--- src/rtl/lfsr_led_pkg.sv ---
// Shared types and helpers for the LFSR-driven LED PWM block.
package lfsr_led_pkg;

  typedef enum logic [1:0] {
    WAIT_FIRST,
    RUN,
    REQ,
    HOLD
  } state_e;

  // Number of PWM slots per frame for a duty value of the given width.
  function automatic int slots(input int width);
    return (1 << width) - 1;
  endfunction

endpackage

--- src/rtl/pwm_tick_gen.sv ---
// Prescaler: one-cycle tick every PRESCALE clocks while enabled, counter held at 0 otherwise.
module pwm_tick_gen #(
  parameter int PRESCALE = 50000
) (
  input  logic clk,
  input  logic rst,
  input  logic en,
  output logic tick
);

  localparam int            CW   = (PRESCALE > 1) ? $clog2(PRESCALE) : 1;
  localparam logic [CW-1:0] LAST = CW'(PRESCALE - 1);

  logic [CW-1:0] r_pre_cnt;

  assign tick = en && (r_pre_cnt == LAST);

  always_ff @(posedge clk or negedge rst) begin
    if (!rst)                r_pre_cnt <= '0;
    else if (!en || tick)    r_pre_cnt <= '0;
    else                     r_pre_cnt <= r_pre_cnt + 1'b1;
  end

endmodule

--- src/rtl/lfsr_led_pwm.sv ---
// Consumes random values over valid/ready and uses each one as the LED PWM duty
// for FRAMES_PER_VALUE frames; duty only ever changes on a frame boundary.
module lfsr_led_pwm
  import lfsr_led_pkg::*;
#(
  parameter int WIDTH            = 4,
  parameter int PRESCALE         = 50000,
  parameter int FRAMES_PER_VALUE = 16
) (
  input  logic             clk,
  input  logic             rst,
  input  logic [WIDTH-1:0] rand_data,
  input  logic             rand_valid,
  output logic             rand_ready,
  output logic             led,
  output logic             frame_done
);

  localparam int               SLOTS      = slots(WIDTH);
  localparam int               FW         = (FRAMES_PER_VALUE > 1) ? $clog2(FRAMES_PER_VALUE) : 1;
  localparam logic [WIDTH-1:0] SLOT_LAST  = WIDTH'(SLOTS - 1);
  localparam logic [FW-1:0]    FRAME_LAST = FW'(FRAMES_PER_VALUE - 1);

  state_e           r_state, w_next_state;
  logic [WIDTH-1:0] r_slot, r_duty, r_pending;
  logic [FW-1:0]    r_frame_cnt;
  logic             w_run, w_tick, w_frame_end, w_hs, w_last_frame;

  assign w_run        = (r_state != WAIT_FIRST);
  assign w_frame_end  = w_tick && (r_slot == SLOT_LAST);
  assign w_hs         = rand_valid && rand_ready;
  assign w_last_frame = (r_frame_cnt == FRAME_LAST);

  pwm_tick_gen #(.PRESCALE(PRESCALE)) u_tick (
    .clk  (clk),
    .rst  (rst),
    .en   (w_run),
    .tick (w_tick)
  );

  always_comb begin
    w_next_state = r_state;
    case (r_state)
      WAIT_FIRST: if (w_hs) w_next_state = RUN;
      RUN:        if (w_frame_end && w_last_frame) w_next_state = REQ;
      REQ:        if (w_hs) w_next_state = w_frame_end ? RUN : HOLD;
      HOLD:       if (w_frame_end) w_next_state = RUN;
      default:    w_next_state = WAIT_FIRST;
    endcase
  end

  // rand_ready follows the next state so it drops on the accepting edge.
  always_ff @(posedge clk or negedge rst) begin
    if (!rst) begin
      r_state    <= WAIT_FIRST;
      rand_ready <= 1'b0;
    end else begin
      r_state    <= w_next_state;
      rand_ready <= (w_next_state == WAIT_FIRST) || (w_next_state == REQ);
    end
  end

  // A value taken mid-frame is parked in r_pending until the frame closes.
  always_ff @(posedge clk or negedge rst) begin
    if (!rst) begin
      r_duty    <= '0;
      r_pending <= '0;
    end else begin
      if (w_hs && (r_state == WAIT_FIRST || w_frame_end)) r_duty <= rand_data;
      else if (r_state == HOLD && w_frame_end)            r_duty <= r_pending;
      if (w_hs && r_state == REQ && !w_frame_end)         r_pending <= rand_data;
    end
  end

  always_ff @(posedge clk or negedge rst) begin
    if (!rst) begin
      r_slot      <= '0;
      r_frame_cnt <= '0;
      led         <= 1'b0;
      frame_done  <= 1'b0;
    end else begin
      frame_done <= w_frame_end;
      if (!w_run) begin
        r_slot      <= '0;
        r_frame_cnt <= '0;
        led         <= 1'b0;
      end else begin
        led <= (r_slot < r_duty);
        if (w_tick) r_slot <= (r_slot == SLOT_LAST) ? '0 : r_slot + 1'b1;
        if (r_state == RUN && w_frame_end)
          r_frame_cnt <= w_last_frame ? '0 : r_frame_cnt + 1'b1;
      end
    end
  end

endmodule

--- config.mk ---
export PLATFORM = sky130hd
export DESIGN_NAME = lfsr_led_pwm
export DESIGN_NICKNAME = d
export VERILOG_FILES = /design/src/rtl/lfsr_led_pkg.sv /design/src/rtl/pwm_tick_gen.sv /design/src/rtl/lfsr_led_pwm.sv
export SDC_FILE = /design/constraint.sdc
export NUM_CORES = 1
export LEC_CHECK = 0
export ABC_AREA = 1
export BUFFER_PORTS_ARGS = -buffer_cell sky130_fd_sc_hd__buf_2
export CAP_MARGIN = 20
export CORE_MARGIN = 2
export CORE_UTILIZATION = 40
export CTS_CLUSTER_SIZE = 16
export DETAILED_ROUTE_END_ITERATION = 6
export PLACE_DENSITY = 0.56
export SYNTH_ARGS = -nofsm -noshare
export SYNTH_HDL_FRONTEND = slang
export SYNTH_HIERARCHICAL = 1
export SYNTH_SLANG_ARGS = --single-unit
--- constraint.sdc ---
create_clock -name clk -period 2.3 [get_ports clk]
set_clock_uncertainty 0.15 [all_clocks]
set_input_delay 0 -clock clk [delete_from_list [all_inputs] [get_ports clk]]
set_output_delay 0 -clock clk [all_outputs]
set_load 0.02 [all_outputs]
Yosys cells after proc, flatten, opt, wreduce, memory -nomap -nowiden
Cells that the tools add are included.
Word-level totals
  register bits after elaboration: 37
  latch bits: 0
  RAM bits: 0
  memory bits (read-only): 0
  input port bits: 7
  output and inout port bits: 3
  word-level logic and storage cells: 56
  memories kept: 0
Operators by class
  add/subtract/negate cells: 3
  multiply operators: 0
  div/mod/pow operators: 0
  $lt $le $gt $ge: 1
  equal/unequal tests: 9
  shift operators: 0
  muxes and demuxes: 16
  bitwise gates (word level): 0
  reduce and logical (&&, ||, !) cells: 18
Operators by type and width (count)
  $mux W4: 8
  $add A16 B1 Y16 const B: 1
  $eq A16 B16 Y1 const B: 1
  $mux W16: 1
  $mux W2: 5
  $logic_and A1 B1 Y1: 9
  $add A4 B1 Y4 const B: 2
  $eq A4 B4 Y1 const B: 2
  $pmux W2 S4: 1
  $eq A2 B2 Y1 const B: 3
  $logic_not A2 Y1: 2
  $lt A4 B4 Y1: 1
  $ne A2 B2 Y1 const B: 2
  $reduce_bool A2 Y1: 2
  $logic_or A1 B1 Y1: 3
  $eq A2 B1 Y1 const B: 1
  $logic_not A1 Y1: 2
  $mux W1: 1

Depth between registers and ports, before layout
  word-level depth: 8
  mapped depth: 12
  depth with buffers taken out: 12

Cells and area by module
Netlist, hierarchy kept.
By module, submodules not included
  lfsr_led_pwm: times used 1, cells an instance 140, area each 1126.1 um2, seq. area each 525.5 um2
  pwm_tick_gen: times used 1, cells an instance 118, area each 890.9 um2, seq. area each 400.4 um2

Least setup slack after synthesis
No wires, ideal clock.
  kind: register to register
  start: reg u_tick.r_pre_cnt[0]
  end: reg r_state[0]
  library setup time: 0.111 ns
  arrival time: 1.771 ns
  data required time: 2.039 ns
  slack: 0.268 ns
  cell stages (with the launch flop): 12
  buffers on the path: 0
  period minus slack after synthesis: 2.032 ns
  cells stage by stage: dfrtp_1 > ha_1 > nand3_2 > nor3_2 > nand2_1 > nor2_1 > inv_2 > nor2_4 > nand2_2 > or2_4 > nand2_4 > inv_2
Between the ends
  longest elaborated chain between the ends: 6
  elaborated cells on any way between the ends: 7
  those cells by class: 1 x eq/ne; 3 x mux; 3 x reduce/logical
Ends and longest elaborated chain
  start, declared: line pwm_tick_gen.sv:14  | logic [CW-1:0] r_pre_cnt;
  start signal, assigned: line pwm_tick_gen.sv:21  | else r_pre_cnt <= r_pre_cnt + 1'b1;
  $eq A16 B16 Y1 *: line pwm_tick_gen.sv:16  | assign tick = en && (r_pre_cnt == LAST);
  $logic_and A1 B1 Y1 *: line pwm_tick_gen.sv:16
  named net w_tick: line lfsr_led_pwm.sv:27  | logic w_run, w_tick, w_frame_end, w_hs, w_last_frame;
  $logic_and A1 B1 Y1 *: line lfsr_led_pwm.sv:30  | assign w_frame_end = w_tick && (r_slot == SLOT_LAST);
  named net w_frame_end: line lfsr_led_pwm.sv:27
  $logic_and A1 B1 Y1: line lfsr_led_pwm.sv:45  | RUN: if (w_frame_end && w_last_frame) w_next_state = REQ;
  $mux W2: line lfsr_led_pwm.sv:45
  $pmux W2 S4 *: line lfsr_led_pwm.sv:43  | case (r_state)
  named net w_next_state[0]: line lfsr_led_pwm.sv:24  | state_e r_state, w_next_state;
  end signal, assigned: line lfsr_led_pwm.sv:58  | r_state <= w_next_state;
  end, declared: line lfsr_led_pwm.sv:24
Mark *: on every way through the listed nets, which the timed path passes. The rest lies on a longest branch.
A chain may end at the register's enable or synchronous reset.

Worst setup path in the final report
  start: reg u_tick.r_pre_cnt[0]
  end: reg r_duty[3]
Between the ends
  longest elaborated chain between the ends: 6
  elaborated cells on any way between the ends: 8
  those cells by class: 1 x eq/ne; 1 x mux; 6 x reduce/logical
Ends and longest elaborated chain
  $eq A16 B16 Y1 *: line pwm_tick_gen.sv:16
  $logic_and A1 B1 Y1 *: line pwm_tick_gen.sv:16
  named net w_tick: line lfsr_led_pwm.sv:27
  $logic_and A1 B1 Y1 *: line lfsr_led_pwm.sv:30
  $logic_or A1 B1 Y1: line lfsr_led_pwm.sv:69  | if (w_hs && (r_state == WAIT_FIRST || w_frame_end)) r_duty <= rand_data;
  $logic_and A1 B1 Y1: line lfsr_led_pwm.sv:69
  $mux W4 or $reduce_bool A2 Y1 (tied branches)
  end signal, assigned: line lfsr_led_pwm.sv:69
  end signal, assigned: line lfsr_led_pwm.sv:70  | else if (r_state == HOLD && w_frame_end) r_duty <= r_pending;
  end, declared: line lfsr_led_pwm.sv:25  | logic [WIDTH-1:0] r_slot, r_duty, r_pending;
Marked as above.

==> results.yml <==
run_status:
  outcome: "complete, no violations"
detailed_routing:
  vias: 1588
  wl_per_cell_um: 10.7
  route.detailed.drc: 0
  avgViaCountPerCell: 4.58
  wl_um: 3720
  firstDrtPassIters: 6
  drtIter0Drc: 79
  route.antenna.remaining_nets: 0
worst_hold_path:
  min_from: "rand_valid"
  hold_class: "in2reg"
  holdPathEnd: "r_duty[2]"
  hold_path_depth: 6
clock_network:
  clock_latency_ns: 0.28
  cts_root_buf: "clkbuf_8"
  cts_inserted_buffers: 5
  tritoncts: "yes"
  path_clk_slew_ns: 0.07
  clock_sinks: 37
  cts_setup_buffers: 0
  htreeDepth: 2
  cts.path.max_buffers: 2
power:
  p_leak_nw: 1.17
  powerDensity_mw_per_mm2: 579
  ir_worst_vdd_v: 0.000474
worst_setup_path:
  crit_type: "reg2reg"
  startpoint_type: "register"
  end_kind: "register"
  r2r_cells: 12
  rrSetupSlack_ns: 0.25
  rr_endpoint: "r_duty[3]"
  path_max_fanout: 5
  critPathArrivalTime_ns: 2.07
  cp.required_ns: 2.32
  regToRegStartpoint: "u_tick/r_pre_cnt[0]"
sta:
  finalCriticalPeriod_ns: 2.05
  max-slew-margin-rel_pct: 45.2
  min_period_over_period_pct: 89.0
  setup_viol: 0
  fmax_mhz: 488
  slew_viol_final: 0
  rsz0062_at_grt: "no"
  fin_ws_ns: 0.252
  tns_ns: 0
  worst_pin_slew_ns: 0.821
  hold_violations: 0
floorplan:
  core_area_mm2: 0.00479
  die_area_mm2: 0.00563
  die_x_um: 75.0
  die_h_um: 75.0
  row_count: 25
  io_pins: 10
  initial_core_util_pct: 42.1
cells_and_area:
  register_area_um2: 926
  final_common_cell: "nand2_1"
  drive_gt1_share_pct: 11.8
  multi_input_area_um2: 936
  diodes: 0
  fill_cells: 482
  area_growth_pct: 14.2
  nets: 293
  mostFrequentLayoutCells: "nand2_1 (66), nor2_1 (39), dfrtp_1 (37)"
global_route:
  grt_start_max_net_pins: 38
  grt_pass1_vias: 1445
  grt_use_total_pct: 15.2
  overflow: 0
  grt_pass1_wl_um: 6530
  antenna_found_initial: 0
synth:
  synthCells: 258
  yosysSeqAreaShare_pct: 45.9
  syn_area_per_cell_um2: 7.82
  yosysWarnings: 6
  synthesis.nets: 272
  synth_area_mm2: 0.00202
  synth_seq_cells: 37
  synth.distinct_cells: 25
place:
  place_hpwl_um: 2690
  gp_congestion: 0.757
  place.port_buffers: 9
  preCtsSetupSlack_ns: 0.212
job:
  drv_cap: 0
[per-layer routing]
metal,part of all wire (%),vias up,GRT usage [%],routed length (um)
met1,56,710,23.7,2100
met4,1.3,0,4.17,48
met2,40,17,20.9,1470
li1,-,857,-,-
met5,0,-,0,0
met3,2.8,4,3.48,103
[flip-flops by register name, summed over array words and instances, names as in the netlist]
register and count:
frame_done 1, led 1, r_duty 4, r_frame_cnt 4, r_pending 4, r_slot 4, r_state 2, rand_ready 1
u_tick/r_pre_cnt 16
[Yosys cell counts]
cell	instances	share of area (%)
o21ai_0	15	3.7
ha_1	7	4.3
nor3_2	1	0.50
nor2_2	2	0.62
o31ai_1	1	0.37
or2_4	1	0.43
o21ai_1	1	0.25
buf_6	1	0.56
nor2_4	1	0.56
nand3_1	19	4.7
nand4_1	8	2.5
buf_8	1	0.74
inv_1	32	6.0
inv_2	3	0.56
xor2_1	7	3.0
nand2_2	2	0.62
or2_0	1	0.31
nand3_2	2	0.99
o21bai_1	1	0.37
a21oi_1	5	1.2
dfrtp_1	37	46
xnor2_1	2	0.87
nand2_1	66	12
nor2_1	40	7.4
nand2_4	2	1.1
[how the worst max path moves through the flow]
stage	start	slack, ns	depth (start not counted)	to
CTS	u_tick/r_pre_cnt[0]	0.20	12	r_duty[3]
global route	u_tick/r_pre_cnt[0]	0.03	12	r_duty[1]
global placement	u_tick/r_pre_cnt[0]	0.26	12	r_duty[3]
finish	u_tick/r_pre_cnt[0]	0.25	12	r_duty[3]
floorplan	u_tick/r_pre_cnt[0]	0.27	11	r_state[0]
detailed placement	u_tick/r_pre_cnt[0]	0.21	12	r_duty[3]
[per-stage QoR]
stage / area, um^2 / util (%) / power, mW / std cells / hold WS, ns
after floorplan: 2020 / - / 0.738 / 258 / -0.446
after global placement: 2130 / 44.6 / 0.768 / 334 / -0.000428
after detailed placement: 2130 / 44.6 / 0.768 / 334 / 0.00226
after CTS: 2300 / 48.1 / 1.36 / 347 / 0.0388
after global routing: 2300 / 48.1 / 1.40 / 347 / 0.0789
final: 2300 / 48.1 / 1.33 / 347 / 0.0420
[worst max-delay path, cell delays in order (launching register included)]
cell     delay [ns]
dfrtp_1        0.41
ha_1           0.22
nand3_2        0.14
nor3_2         0.12
nand2_1        0.13
nor2_2         0.13
inv_2          0.07
nand2_1        0.15
nand3_1        0.16
nand2_1        0.09
inv_1          0.07
nand2_1        0.06
nand2_1        0.05
[what timing repair did]
action | 4_1_cts | 5_1_grt
endpoints found under the setup margin | 0 | 3
resized for setup | 0 | 1
hold buffers | 5 | 0
hold endpoints to repair | 45 | 0
[layout make-up]
| type | instances | share of cell area (%) |
|---|---|---|
| repair buffers | 16 | 4.78 |
| flip-flops and latches | 37 | 40.2 |
| multi-input cells | 184 | 40.6 |
| well taps | 67 | 3.64 |
| clock inverters | 1 | 1.30 |
| clock buffers | 7 | 3.75 |
| inverters | 35 | 5.70 |
[cell families after synthesis]
kind of cell | Yosys count | share of synthesized area [%]
compound gates | 23 | 5.96
xor+xnor | 9 | 3.91
fa+ha+maj | 7 | 4.34
buf+inv | 37 | 7.82
flops | 37 | 45.9
simple gates | 145 | 32.1
[power breakdown]
group	internal, mW	total [mW]	switching (mW)
logic	0.0267	0.0691	0.0424
registers	0.678	0.691	0.0134
clock network	0.354	0.574	0.221
Power figures use the tool's default switching activity.
